--- src/rtl/ring_osc_freq_counter.sv ---
// Ring-oscillator frequency counter: counts synchronized rising edges of osc_in
// across a programmable window of gate_len clk cycles and publishes the result.
module ring_osc_freq_counter #(
  parameter int CNT_W  = 16,
  parameter int GATE_W = 16
) (
  input  logic              clk,
  input  logic              rst_n,
  input  logic              ena,
  input  logic              osc_in,
  input  logic              start,
  input  logic [GATE_W-1:0] gate_len,
  output logic [CNT_W-1:0]  count,
  output logic              count_valid,
  output logic              busy,
  output logic              overflow
);

  typedef enum logic [1:0] {IDLE, GATE, DONE} state_t;

  localparam logic [CNT_W-1:0] ACC_MAX = '1;

  state_t              state_q, state_d;
  logic                sync1_q, sync2_q, dly_q;
  logic                rise;
  logic [GATE_W-1:0]   gate_cnt_q, gate_cnt_d;
  logic [CNT_W-1:0]    acc_q, acc_d;
  logic [CNT_W-1:0]    count_q, count_d;
  logic                ovf_q, ovf_d;
  logic                valid_q, valid_d;
  logic                overflow_q, overflow_d;
  logic                busy_q;

  // osc_in is asynchronous: two flops to resolve metastability, one more for edge detect
  always_ff @(posedge clk or negedge rst_n) begin
    if (!rst_n) begin
      sync1_q <= 1'b0;
      sync2_q <= 1'b0;
      dly_q   <= 1'b0;
    end else begin
      sync1_q <= osc_in;
      sync2_q <= sync1_q;
      dly_q   <= sync2_q;
    end
  end

  assign rise = sync2_q & ~dly_q;

  always_comb begin
    state_d    = state_q;
    gate_cnt_d = gate_cnt_q;
    acc_d      = acc_q;
    ovf_d      = ovf_q;
    count_d    = count_q;
    valid_d    = valid_q;
    overflow_d = overflow_q;
    case (state_q)
      IDLE: begin
        if (start && ena && (gate_len != '0)) begin
          state_d    = GATE;
          gate_cnt_d = gate_len;
          acc_d      = '0;
          ovf_d      = 1'b0;
          valid_d    = 1'b0;
        end
      end
      GATE: begin
        if (!ena) begin
          state_d = IDLE;
        end else begin
          gate_cnt_d = gate_cnt_q - GATE_W'(1);
          if (rise) begin
            if (acc_q == ACC_MAX) ovf_d = 1'b1;
            else                  acc_d = acc_q + CNT_W'(1);
          end
          if (gate_cnt_q == GATE_W'(1)) state_d = DONE;
        end
      end
      DONE: begin
        state_d = IDLE;
        // An abort in the final cycle must not publish a result
        if (ena) begin
          count_d    = acc_q;
          overflow_d = ovf_q;
          valid_d    = 1'b1;
        end
      end
      default: state_d = IDLE;
    endcase
  end

  always_ff @(posedge clk or negedge rst_n) begin
    if (!rst_n) begin
      state_q    <= IDLE;
      gate_cnt_q <= '0;
      acc_q      <= '0;
      ovf_q      <= 1'b0;
      count_q    <= '0;
      valid_q    <= 1'b0;
      overflow_q <= 1'b0;
      busy_q     <= 1'b0;
    end else begin
      state_q    <= state_d;
      gate_cnt_q <= gate_cnt_d;
      acc_q      <= acc_d;
      ovf_q      <= ovf_d;
      count_q    <= count_d;
      valid_q    <= valid_d;
      overflow_q <= overflow_d;
      busy_q     <= (state_d != IDLE);
    end
  end

  assign count       = count_q;
  assign count_valid = valid_q;
  assign busy        = busy_q;
  assign overflow    = overflow_q;

endmodule

--- config.mk ---
export PLATFORM = sky130hd
export DESIGN_NAME = ring_osc_freq_counter
export DESIGN_NICKNAME = d
export VERILOG_FILES = /design/src/rtl/ring_osc_freq_counter.sv
export SDC_FILE = /design/constraint.sdc
export NUM_CORES = 1
export LEC_CHECK = 0
export CAP_MARGIN = 0
export CORE_MARGIN = 2
export CORE_UTILIZATION = 50
export DETAILED_ROUTE_END_ITERATION = 8
export MAX_ROUTING_LAYER = met4
export PLACE_DENSITY = 0.74
export SYNTH_ARGS = -nofsm -noshare
export SYNTH_HDL_FRONTEND = slang
export SYNTH_SLANG_ARGS = --single-unit
--- constraint.sdc ---
create_clock -name clk -period 3.95 [get_ports clk]
set_input_delay 0.79 -clock clk [delete_from_list [all_inputs] [get_ports clk]]
set_output_delay 0.79 -clock clk [all_outputs]
set_load 0.01 [all_outputs]
==> results of run 1 <==
[routing by layer]
metal / global-route usage [%] / part of all wire (%) / vias up
met4: 9.83 / 2.3 / 0
met5: - / 0 / -
li1: - / - / 1176
met1: 30.8 / 48 / 1188
met3: 5.67 / 5.0 / 13
met2: 31.5 / 45 / 73
[cell usage after synthesis, types with 3 or more instances]
cell type	instances
buf_2	7
nand2_1	15
dfrtp_1	57
o211ai_1	4
and3_1	4
and4_1	4
o2bb2ai_1	4
o22a_1	3
inv_1	4
nand3_1	8
o2111ai_1	3
a22oi_1	5
o31ai_1	8
nor2_1	23
o21a_1	6
nor3_1	9
nor4_1	8
clkbuf_1	9
o21ai_0	22
mux2_2	17
or4_1	11
o22ai_1	4
ha_1	3
a21oi_1	20
and2_1	4
[state kept, by name (all words and copies together), names as in the netlist]
signal,count
gate_cnt_q,16
acc_q,16
sync1_q,1
ovf_q,1
dly_q,1
busy,1
overflow,1
sync2_q,1
count_valid,1
count,16
state_q,2
[worst paths after layout]
path,from,to,slack (ns)
setup / recovery,ena,gate_cnt_q[11]$_DFFE_PN0P_,1.10
hold / removal,sync1_q$_DFF_PN0_,sync2_q$_DFF_PN0_,0.36
setup reg to reg,acc_q[1]$_DFFE_PN0P_,acc_q[12]$_DFFE_PN0P_,1.66
hold reg to reg,sync1_q$_DFF_PN0_,sync2_q$_DFF_PN0_,0.36
max in group asynchronous,rst_n,gate_cnt_q[0]$_DFFE_PN0P_,2.69
min in group asynchronous,rst_n,count[5]$_DFFE_PN0P_,0.43
[cells in the final DEF (no fill, tap or decap), types with 4 or more instances in the layout]
cell type and instances:
nand2_1 15, or4_1 11, mux2_2 17, clkdlybuf4s50_1 38, nor2_1 23, o22ai_1 4
o31ai_1 8, and3_1 4, nand3_1 8, clkbuf_8 12, nor4_1 8, a21oi_1 20
o21a_1 6, o2bb2ai_1 4, buf_4 4, nor3_1 9, and2_1 4, o211ai_1 4
and4_1 4, o21ai_0 22, inv_1 4, dfrtp_1 57, a22oi_1 5
[per-stage QoR]
stage               hold WS [ns]  instances  instance area (sq um)
CTS                        0.354        405                   3570
finish                     0.357        405                   3570
global route               0.365        405                   3570
detailed placement         0.346        389                   3360
global placement           0.335        389                   3360
floorplan                  0.331        293                   2940
[layout make-up]
class	count	area, sq um
fill	475	2040
timing repair buffer	43	415
clock buffer	14	173
clock inverter	2	35.0
multi-input combinational	213	1410
tap	72	90.1
sequential	57	1430
inverter	4	15.0
[power groups by stage]
stage / combinational (W) / sequential (W) / clock [W]
after global placement: 0.000244 / 0.000727 / 0
after global routing: 0.000284 / 0.000734 / 0.000601
final: 0.000250 / 0.000722 / 0.000564
after detailed placement: 0.000250 / 0.000731 / 0
after floorplan: 0.000186 / 0.000706 / 0
after CTS: 0.000251 / 0.000721 / 0.000577
[logic make-up (layout without fill, tap and decap cells)]
group / Yosys count / after routing / synth area share, %
simple gates: 105 / 105 / 20.7
mux: 18 / 18 / 6.84
flops: 57 / 57 / 48.4
fa+ha+maj: 3 / 3 / 1.28
compound gates: 87 / 87 / 19.1
buf+inv: 23 / 63 / 3.61
==> out/summary.txt, run 1 <==
Crit path required time - 4.17 ns
Post-DRT Antenna Nets - 0
FMAX - 0.351 GHz
pre-CTS WS - 0.718 ns
Crit. path cell count - 6
Power Total - 0.00154 W
layout cells sized above 1 - 13.8%
Post-synth EDFFs - 0
Worst path max stage delay - 0.73 ns
Initial Util - 52.5%
Post-Synthesis Cells - 293
Setup-failing EPs final - 0
Hold Vio Cnt, Final - 0
asr flop ratio synth - 100%
IR drop worst, VDD - 0.257 mV
Row Count - 27
Synth area leader - dfrtp_1
Final min period - 2.85 ns
WL per Instance - 15.8 um
WS Path Type - in -> reg
insertion delay to the later sink of the worst-skew pair - 0.34 ns
Hold-fix buffers, CTS - 0
pwr dens - 431 nW/um^2
area of the core - 5610 sq um
CTS tree - yes
# IOs - 40
DP HPWL - 4490 um
setup repair after global routing missed its margin - no
Top FF cell, synth - dfrtp_1
worst path cell trace - clkdlybuf4s50_1, nor2b_1, nor3b_1, and2_0, o22ai_1, o2bb2ai_1
status - complete, no violations
Seq/Total Area, Yosys - 48.4%
Yosys cell types - 50
share of power burned in registers - 47.0%
Worst Reg-to-Reg Cells - 6
H-tree Lvls - 3
Clock power frac - 36.7%
largest net degree at the start of global routing - 38
period utilisation layout - 72.1%
slowest stage cell, crit path - and2_0
Post-Route WL - 6420 um
I/O Buffers - 39
GP Congestion - 0.870
Clk pin slew, worst setup/hold paths - 0.06 ns
routed vias - 2450
via density per instance - 6.05
first-pass GRT wire length - 10600 um
Clock Tree Root - clkbuf_8
Worst Slack Setup Final - 1.10 ns
top cells by area, synth - dfrtp_1 (48%), mux2_2 (6.5%), o21ai_0 (3.7%)
Mapped Area - 2940 sq um
fin util - 63.6%
Switch Pwr - 0.000439 W
worst min-delay path class - reg -> reg
CP startpoint kind - primary input
leakage power - 1.49 nW
DR pass1 iterations - 4
relative slew slack - 36.4%
share of Yosys cell area claimed by the top area cell type - 48.4%
synth warn - 0
CP Capture Type - register
post-synthesis register bit count - 57
die width - 80.7 um
CP top delay family - simple AND/OR/NAND/NOR gates
die area - 6520 sq um
Internal - 0.00110 W
initial antenna violation count - 0
drc violations - 0
final antenna diode count - 0
Max-Cap Viols - 0
Synth-to-Final Area Change - 21.1%
Synth Net Count - 317
Final nets - 352
Clock Skew - 0.00593 ns
CTS buffer count - 9
max-slew violation count - 0
setup_tns - 0 ns
CTS-repair resized insts - 0
GRT Util Overall - 22.4%
WHS Path Cells - 0
Num Clock Sinks - 57
Die Ht - 80.7 um
number of global-route vias before repair - 2210
syn avg cell area - 10.0 sq um
critical-path maximum fanout - 16
Iter 0 DRT Violations - 172
Post-CTS Setup Bufs - 0
Sw Ratio - 28.6%
CP arrival - 3.07 ns
GRT Residual Overflow - 0
Buf+Inv Stages, Crit Path - 1
Worst Tran Pin Value - 0.951 ns
Logic pwr share - 16.3%
CTS Buffer Depth - 2
No activity file was read; power rests on OpenSTA's default activity.
==> inputs of run 2 (changes only) <==
--- a/config.mk
+++ b/config.mk
@@ -7,10 +7,10 @@
 export LEC_CHECK = 0
 export CAP_MARGIN = 0
 export CORE_MARGIN = 2
-export CORE_UTILIZATION = 50
+export CORE_UTILIZATION = 49
 export DETAILED_ROUTE_END_ITERATION = 8
 export MAX_ROUTING_LAYER = met4
-export PLACE_DENSITY = 0.74
+export PLACE_DENSITY = 0.75
 export SYNTH_ARGS = -nofsm -noshare
 export SYNTH_HDL_FRONTEND = slang
 export SYNTH_SLANG_ARGS = --single-unit
==> constraint.sdc (replaced) <==
create_clock -name clk -period 2.4 [get_ports clk]
set_input_delay 0.48 -clock clk [delete_from_list [all_inputs] [get_ports clk]]
set_output_delay 0.48 -clock clk [all_outputs]
set_load 0.01 [all_outputs]
==> run 2 against run 1 <==
Compared with the run above: utilization increased by 0.056 points; via count increased by 1.5%; design area increased by 4.4%; total power increased by 66%; largest cell class unchanged.
==> out/summary.txt, run 2 (synthesis gave the netlist of run 1 again) <==
Hold-fix buffers, CTS - 0
initial antenna violation count - 0
Power Total - 0.00255 W
Setup-failing EPs final - 0
most frequent cells in the layout - dfrtp_1 (57), clkdlybuf4s50_1 (38), nor2_1 (23)
# IOs - 40
crit path launch - acc_q[0]$_DFFE_PN0P_
Post-Route WL - 6560 um
FMAX - 0.470 GHz
DP HPWL - 4590 um
Area after DPL - 3510 sq um
critical-path maximum fanout - 11
Iter 0 DRT Violations - 184
Hold Vio Cnt, Final - 0
layout cells sized above 1 - 18.1%
CTS-repair resized insts - 0
Clock Skew - 0.00543 ns
leakage power - 1.59 nW
status - complete, no violations
fin util - 63.6%
reg2reg start - acc_q[0]$_DFFE_PN0P_
max-slew violation count - 0
Clock Tree Root - clkbuf_8
placed instance count - 407
GP Congestion - 0.886
Final nets - 367
drc violations - 0
Row Count - 28
area of the core - 5850 sq um
Die Ht - 81.5 um
slowest stage cell, crit path - or4_1
CP arrival - 2.39 ns
insertion delay to the later sink of the worst-skew pair - 0.34 ns
Worst Tran Pin Value - 0.503 ns
pwr dens - 686 nW/um^2
setup repair after global routing missed its margin - no
Worst Reg-to-Reg Cells - 7
number of global-route vias before repair - 2277
via density per instance - 5.88
GRT Util Overall - 22.5%
Worst path max stage delay - 0.48 ns
CTS Buffer Depth - 2
die area - 6640 sq um
setup_tns - 0 ns
routed vias - 2486
commonest non-fill, non-tap cell in the layout - dfrtp_1
CP Capture Type - register
I/O Buffers - 39
CTS buffer count - 9
CP startpoint kind - register
Post-DRT Antenna Nets - 0
H-tree Lvls - 3
Crit path required time - 2.67 ns
Post-Layout Inst Area - 3720 sq um
CTS tree - yes
Synth-to-Final Area Change - 26.5%
worst path cell trace - ha_1, and4_1, nand4_2, nor2_1, buf_4, or4_1, a21oi_1
final antenna diode count - 0
Initial Util - 50.3%
first-pass GRT wire length - 11000 um
Non-Filler Instances - 423
worst min-delay path class - in -> async
Max-Cap Viols - 0
Post-CTS Setup Bufs - 0
WS Path Type - reg -> reg
GRT Residual Overflow - 0
period utilisation layout - 88.6%
WL per Instance - 15.5 um
DR pass1 iterations - 4
relative slew slack - 66.1%
Num Clock Sinks - 57
die width - 81.5 um
Final min period - 2.13 ns
IR drop worst, VDD - 0.475 mV
Clk pin slew, worst setup/hold paths - 0.06 ns
largest net degree at the start of global routing - 40
-- run 2: changes by cell type in the layout (fill, tap and decap cells not counted), sizes merged --
cell / change
bufinv: -1
buf: +15
clkbuf: +1
-- run 2: worst paths after layout --
check | endpoint | slack, ns
max in group asynchronous | state_q[0]$_DFF_PN0_ | 1.73
hold / removal | count[10]$_DFFE_PN0P_ | 0.10
min in group clk | sync2_q$_DFF_PN0_ | 0.34
setup reg to reg | acc_q[14]$_DFFE_PN0P_ | 0.27
hold reg to reg | sync2_q$_DFF_PN0_ | 0.34
setup / recovery | acc_q[14]$_DFFE_PN0P_ | 0.27
-- run 2: final cells by class --
cell class                 instances  area, sq um
clock inverter                     1         5.00
fill                             456         2130
inverter                           4         15.0
multi-input combinational        213         1410
timing repair buffer              58          566
tap                               75         93.8
clock buffer                      15          206
sequential                        57         1430
-- run 2: power by group --
| group | switching, W | internal [W] |
|---|---|---|
| logic | 0.000242 | 0.000208 |
| clock network | 0.000376 | 0.000543 |
| registers | 0.000123 | 0.00106 |
-- run 2: metal layers --
metal  global-route usage [%]  wire length [um]  share of wire, %
met5                        -                 0                 0
met2                     30.7              2950                45
met3                     3.85               227               3.5
met4                     11.4               142               2.2
met1                     32.0              3240                49
-- run 2: critical path, delay by kind of cell (launching register included) --
family	cells	cell delay, ns
buffers and inverters	1	0.19
and+or+nand+nor	4	1.05
AOI/OAI and AO/OA	1	0.15
DFF	1	0.41
adders and majority gates	1	0.25
-- run 2: metrics by stage --
stage | setup WS [ns] | hold WS (ns)
after floorplan | 0.526 | 0.184
after global placement | 0.0360 | 0.332
after detailed placement | 0.0282 | 0.337
after CTS | 0.273 | 0.119
after global routing | 0.122 | 0.146
final | 0.274 | 0.103
